**src/rtl/cla_adder_arbiter.sv**
```systemverilog
// Round-robin arbiter sharing one 16-bit carry-look-ahead adder among NREQ
// requesters, with a single-entry valid/ready result register.

module carry_look_ahead_adder (
  input  logic [15:0] a,
  input  logic [15:0] b,
  input  logic        cin,
  output logic [15:0] sum,
  output logic        cout
);
  logic [15:0] g_s, p_s;
  logic [16:0] c_s;
  logic [3:0]  gg_s, gp_s;
  logic [4:0]  gc_s;

  // Two-level look-ahead: 4-bit group generate/propagate, then group carries.
  always_comb begin
    g_s  = a & b;
    p_s  = a ^ b;
    gc_s = 5'b0;
    c_s  = 17'b0;
    for (int j = 0; j < 4; j++) begin
      gg_s[j] = g_s[4*j+3]
              | (p_s[4*j+3] & g_s[4*j+2])
              | (p_s[4*j+3] & p_s[4*j+2] & g_s[4*j+1])
              | (p_s[4*j+3] & p_s[4*j+2] & p_s[4*j+1] & g_s[4*j]);
      gp_s[j] = &p_s[4*j +: 4];
    end
    gc_s[0] = cin;
    for (int j = 0; j < 4; j++) begin
      gc_s[j+1] = gg_s[j] | (gp_s[j] & gc_s[j]);
    end
    for (int j = 0; j < 4; j++) begin
      c_s[4*j] = gc_s[j];
      for (int k = 0; k < 3; k++) begin
        c_s[4*j+k+1] = g_s[4*j+k] | (p_s[4*j+k] & c_s[4*j+k]);
      end
    end
    c_s[16] = gc_s[4];
    sum     = p_s ^ c_s[15:0];
    cout    = c_s[16];
  end
endmodule

module cla_adder_arbiter #(
  parameter  int NREQ = 4,
  parameter  int W    = 16,
  localparam int IDW  = $clog2(NREQ)
) (
  input  logic              clk,
  input  logic              rst_n,
  input  logic [NREQ-1:0]   req,
  input  logic [NREQ*W-1:0] a_flat,
  input  logic [NREQ*W-1:0] b_flat,
  output logic [NREQ-1:0]   gnt,
  output logic              res_valid,
  output logic [W-1:0]      res_data,
  output logic [IDW-1:0]    res_id,
  input  logic              res_ready
);
  logic [IDW-1:0] ptr_r;
  logic           res_valid_r;
  logic [W-1:0]   res_data_r;
  logic [IDW-1:0] res_id_r;
  logic           slot_free_s;
  logic           hit_s;
  logic [IDW-1:0] gnt_idx_s;
  logic [IDW-1:0] ptr_next_s;
  logic [IDW-1:0] cand_s [NREQ];
  logic [W-1:0]   a_sel_s, b_sel_s, sum_s;
  logic           cout_s;

  assign slot_free_s = !res_valid_r || res_ready;

  for (genvar k = 0; k < NREQ; k++) begin : g_cand
    assign cand_s[k] = IDW'((32'(ptr_r) + k) % NREQ);
  end

  // Scan from the pointer; the loop runs backwards so the nearest request wins.
  always_comb begin
    hit_s     = 1'b0;
    gnt_idx_s = '0;
    if (slot_free_s && rst_n) begin
      for (int k = NREQ - 1; k >= 0; k--) begin
        if (req[cand_s[k]]) begin
          hit_s     = 1'b1;
          gnt_idx_s = cand_s[k];
        end else begin
          hit_s     = hit_s;
        end
      end
    end else begin
      hit_s = 1'b0;
    end
  end

  assign gnt        = hit_s ? ({{(NREQ-1){1'b0}}, 1'b1} << gnt_idx_s) : '0;
  assign ptr_next_s = (gnt_idx_s == IDW'(NREQ - 1)) ? '0 : gnt_idx_s + 1'b1;
  assign a_sel_s    = a_flat[int'(gnt_idx_s)*W +: W];
  assign b_sel_s    = b_flat[int'(gnt_idx_s)*W +: W];

  carry_look_ahead_adder u_add (
    .a    (a_sel_s),
    .b    (b_sel_s),
    .cin  (1'b0),
    .sum  (sum_s),
    .cout (cout_s)
  );

  // Result slot and round-robin pointer; a grant refills even while popping.
  always_ff @(posedge clk or negedge rst_n) begin
    if (!rst_n) begin
      res_valid_r <= 1'b0;
      res_data_r  <= '0;
      res_id_r    <= '0;
      ptr_r       <= '0;
    end else if (hit_s) begin
      res_valid_r <= 1'b1;
      res_data_r  <= sum_s;
      res_id_r    <= gnt_idx_s;
      ptr_r       <= ptr_next_s;
    end else if (res_valid_r && res_ready) begin
      res_valid_r <= 1'b0;
    end
  end

  assign res_valid = res_valid_r;
  assign res_data  = res_data_r;
  assign res_id    = res_id_r;

  logic unused_s;
  assign unused_s = cout_s;
endmodule

```
**config.mk**
```make
export PLATFORM = sky130hd
export DESIGN_NAME = cla_adder_arbiter
export DESIGN_NICKNAME = d
export VERILOG_FILES = /design/src/rtl/cla_adder_arbiter.sv
export SDC_FILE = /design/constraint.sdc
export NUM_CORES = 1
export LEC_CHECK = 0
export BUFFER_PORTS_ARGS = -buffer_cell sky130_fd_sc_hd__buf_4
export CORE_ASPECT_RATIO = 0.75
export CORE_MARGIN = 5
export CORE_UTILIZATION = 46
export DETAILED_ROUTE_END_ITERATION = 12
export PLACE_DENSITY_LB_ADDON = 0.15
export SLEW_MARGIN = 20
export SYNTH_ARGS = -nofsm -noshare
export SYNTH_HDL_FRONTEND = slang
export SYNTH_SLANG_ARGS = --single-unit
```
**constraint.sdc**
```tcl
create_clock -name clk -period 11.98 [get_ports clk]
set_input_delay 2.995 -clock clk [delete_from_list [all_inputs] [get_ports clk]]
set_output_delay 2.995 -clock clk [all_outputs]
set_load 0.02 [all_outputs]
```
==> reports/results.tsv <==
stage	metric	value	unit
synth	syn_area	2291	um2
route	drc	0	
timing	setup_viol	0	
setup_path	crit_arrival	5.10	ns
synth	synth_top_family_by_area	multiplexers	
cts	clock-sinks	21	
setup_path	endpoint_kind	output port	
layout	drive_above_1_share	58.05	%
global_routing	antenna_found_initial	0	
pwr	clkPwrFrac	9.4	%
place	place_congestion	0.7740	
pwr	p_switching	0.0002133	W
synth	synth_compound_area_share	9.394	%
setup_path	worstSetupPathType	primary input to output port	
cts	htree_levels	1	
hold_path	hp-start	res_data[9]$_DFFE_PN0P_	
layout	final_nets	511	
timing	skew	0.006671	ns
layout	area_growth	56.09	%
synth	yosysTopAreaCell	mux4_2	
timing	grt_setup_unrepaired	no	
timing	worst_pin_slew	0.7548	ns
floorplan	core.rowCount	22	
floorplan	die-area	6506	um2
route	drt_iter0_drc	68	
global_routing	grt_pass1_vias	2430	
route	finalWirelength	6.608	mm
synth	synth.net_count	356	
cts	clk_pin_slew	0.09	ns
pwr	power_density	144.7	nW/um2
pwr	sw_frac_of_total	41.22	%
setup_path	required	8.99	ns
cts	hold_buffers	0	
timing	layout_setup_ws	3.882	ns
hold_path	worstHoldEndpoint	res_data[9]$_DFFE_PN0P_	
synth	ys_seq_area_share	22.94	%
route	firstDrtPassIters	4	
timing	fin_crit	8.098	ns
setup_path	cp_top_family	buffers and inverters	
hold_path	hold_path.class	flip-flop to flip-flop	
global_routing	grt_pass1_wl	10.88	mm
pwr	p_seq_share	23.8	%
synth	synth.avg_cell_area	11.81	um2
place	io_buffers	157	
layout	layout_common_cells	buf_4, mux4_2, inv_1	
route	vias	2161	
setup_path	slowest_delay	0.59	ns
setup_path	ff2ff_path_depth	18	
route	ant_nets	0	
run	max-cap-violations	0	
layout	n_antenna_cell	0	
cts	cts_resized	0	
setup_path	crit_fanout	35	
pwr	vdd_drop_max	0.00006083	V
timing	hold_violations	0	
floorplan	start_util	47.02	%
cts	cts_buffer_depth	2	
timing	max_freq	123.5	MHz
floorplan	coreArea	4872	um2
setup_path	rrSetupSlack	6.59	ns
global_routing	overflow	0	
setup_path	reg2reg_to	res_data[15]$_DFFE_PN0P_	
route	wl_per_cell	16.20	um
place	dp_slack	3.939	ns
setup_path	cp_slowest_cell	clkinv_2	
synth	ys_ff_latch	21	
setup_path	path_cells	buf_4, and2_1, o2111a_2, clkinv_2, ha_1, inv_1, nor2_1, buf_4	
cts	clockRootBuffer	clkbuf_8	
hold_path	worstHoldPathCells	2	
pwr	p_leak	1.846	nW
timing	relSlewSlack	49.68	%
synth	synth_top_area_share	29.49	%
setup_path	rr_startpoint	ptr_r[1]$_DFFE_PN0P_	
synth	yosysUniqueCellTypes	35	
pwr	power_frac_comb	66.8	%
synth	synth.area.mux_share	34.19	%
timing	period_share	67.60	%
cts	insertion_delay	0.27	ns
synth	netlist_instances	194	
cts	cts_setup_buffers	0	
setup_path	cp_common_cell	buf_4	
floorplan	boundaryPins	158	
setup_path	cp_num_buf_inv	4	
run_status	status	finished clean	
route	vias_per_cell	5.297	
floorplan	dieWidth	91.49	um
synth	yosys.area_share.xor_xnor	2.239	%
synth	synthTopCellsByArea	mux4_2, dfrtp_1, fa_1, ha_1, inv_1	
pwr	p_int	0.0003042	W
synth	synth-simple-area-share	5.953	%
layout	final_common_cell	buf_4	
global_routing	track_usage	20.67	%
cts	tritoncts	yes	
cts	cts_buffers	3	
floorplan	die_h	71.12	um
global_routing	grt_max_degree	39	
synth	ys_warn_count	0	
synth	yosys.area_share.adder	18.35	%
place	hpwl	5.792	mm
timing	finalMaxSlewViolations	0	
timing	fin_tns_setup	0	ns
setup_path	start_kind	primary input	
-- kinds of logic after synthesis --
logic type      after synthesis
compound gates               33
mux                          37
flops                        21
buf+inv                      40
simple gates                 31
xor+xnor                      5
fa+ha+maj                    27
-- layout make-up --
cell class                 count  area [um2]
clock buffer                   3       41.29
clock inverter                 1       5.005
fill                         383        1296
inverter                      30       113.9
multi-input combinational    133        1614
sequential                    21       525.5
tap                           60       75.07
timing repair buffer         160        1201
-- power by group through the flow --
stage / registers, W / logic, W / clock network (W)
after floorplan: 0.000158 / 0.000188 / 0
after global placement: 0.000123 / 0.000341 / 0
after detailed placement: 0.000125 / 0.000350 / 0
after CTS: 0.000124 / 0.000350 / 0.0000505
after global routing: 0.000128 / 0.000383 / 0.0000532
final: 0.000123 / 0.000346 / 0.0000486
-- synthesized netlist by cell type --
library cell  instances
xor2_1                1
nand2b_1              3
nand2_1              18
o21ai_0              14
mux2i_1               1
xnor2_1               3
a32oi_1               1
mux4_1                2
clkbuf_1              7
fa_1                 11
o211a_1               2
o21a_1                1
a21o_1                3
dfrtp_1              21
o2111a_2              1
and2_1                1
o21bai_1              1
mux2_2                4
xnor2_2               1
a21oi_1               4
buf_2                 1
inv_1                29
o21ai_1               1
inv_2                 1
ha_1                 16
mux4_2               30
o221ai_1              1
buf_4                 2
a221oi_1              1
o41ai_1               1
a21boi_1              1
nor2_1                6
or3b_1                1
o211ai_1              1
nand4_1               2
-- how the worst max path moves through the flow --
stage	from	to	slack [ns]	depth (start not counted)
5_1_grt	rst_n	gnt[2]	3.59	8
4_1_cts	req[1]	gnt[0]	3.93	8
3_5_place_dp	req[1]	res_data[15]$_DFFE_PN0P_	3.94	18
6_report	rst_n	gnt[0]	3.88	8
3_3_place_gp	req[1]	gnt[0]	3.96	8
2_1_floorplan	req[3]	gnt[0]	4.49	6
-- per-stage QoR --
stage	cells	power (W)	util, %	hold slack, ns	instance area (um2)
floorplan	194	0.0003461	-	0.5751	2291
finish	408	0.0005176	73.40	0.4849	3576
CTS	408	0.0005242	73.37	0.4923	3575
detailed placement	404	0.0004751	72.42	0.4698	3528
global placement	404	0.0004643	72.42	0.4640	3528
global route	408	0.0005639	73.40	0.4982	3576
-- sequential cells by signal (all words and copies together) (netlist names) --
signal	cells
res_valid	1
res_id	2
res_data	16
ptr_r	2
-- metal layers --
layer  GRT usage, %  up-vias  part of all wire [%]
met5              0        -                     0
met4          6.522        0                   2.1
met3          3.932       12                   6.1
met2          37.33       84                    53
met1          25.03     1044                    38
li1               -     1021                     -
-- worst register-to-register path, delay by kind of cell, from the launching register on --
family | cells | cell delay (ns)
fa+ha+maj | 4 | 1.55
mux | 1 | 0.62
buf+inv | 1 | 0.55
flops | 1 | 0.46
simple gates | 2 | 0.56
xor+xnor | 2 | 0.31
compound gates | 8 | 1.22
No activity file was read; power rests on OpenSTA's default activity.
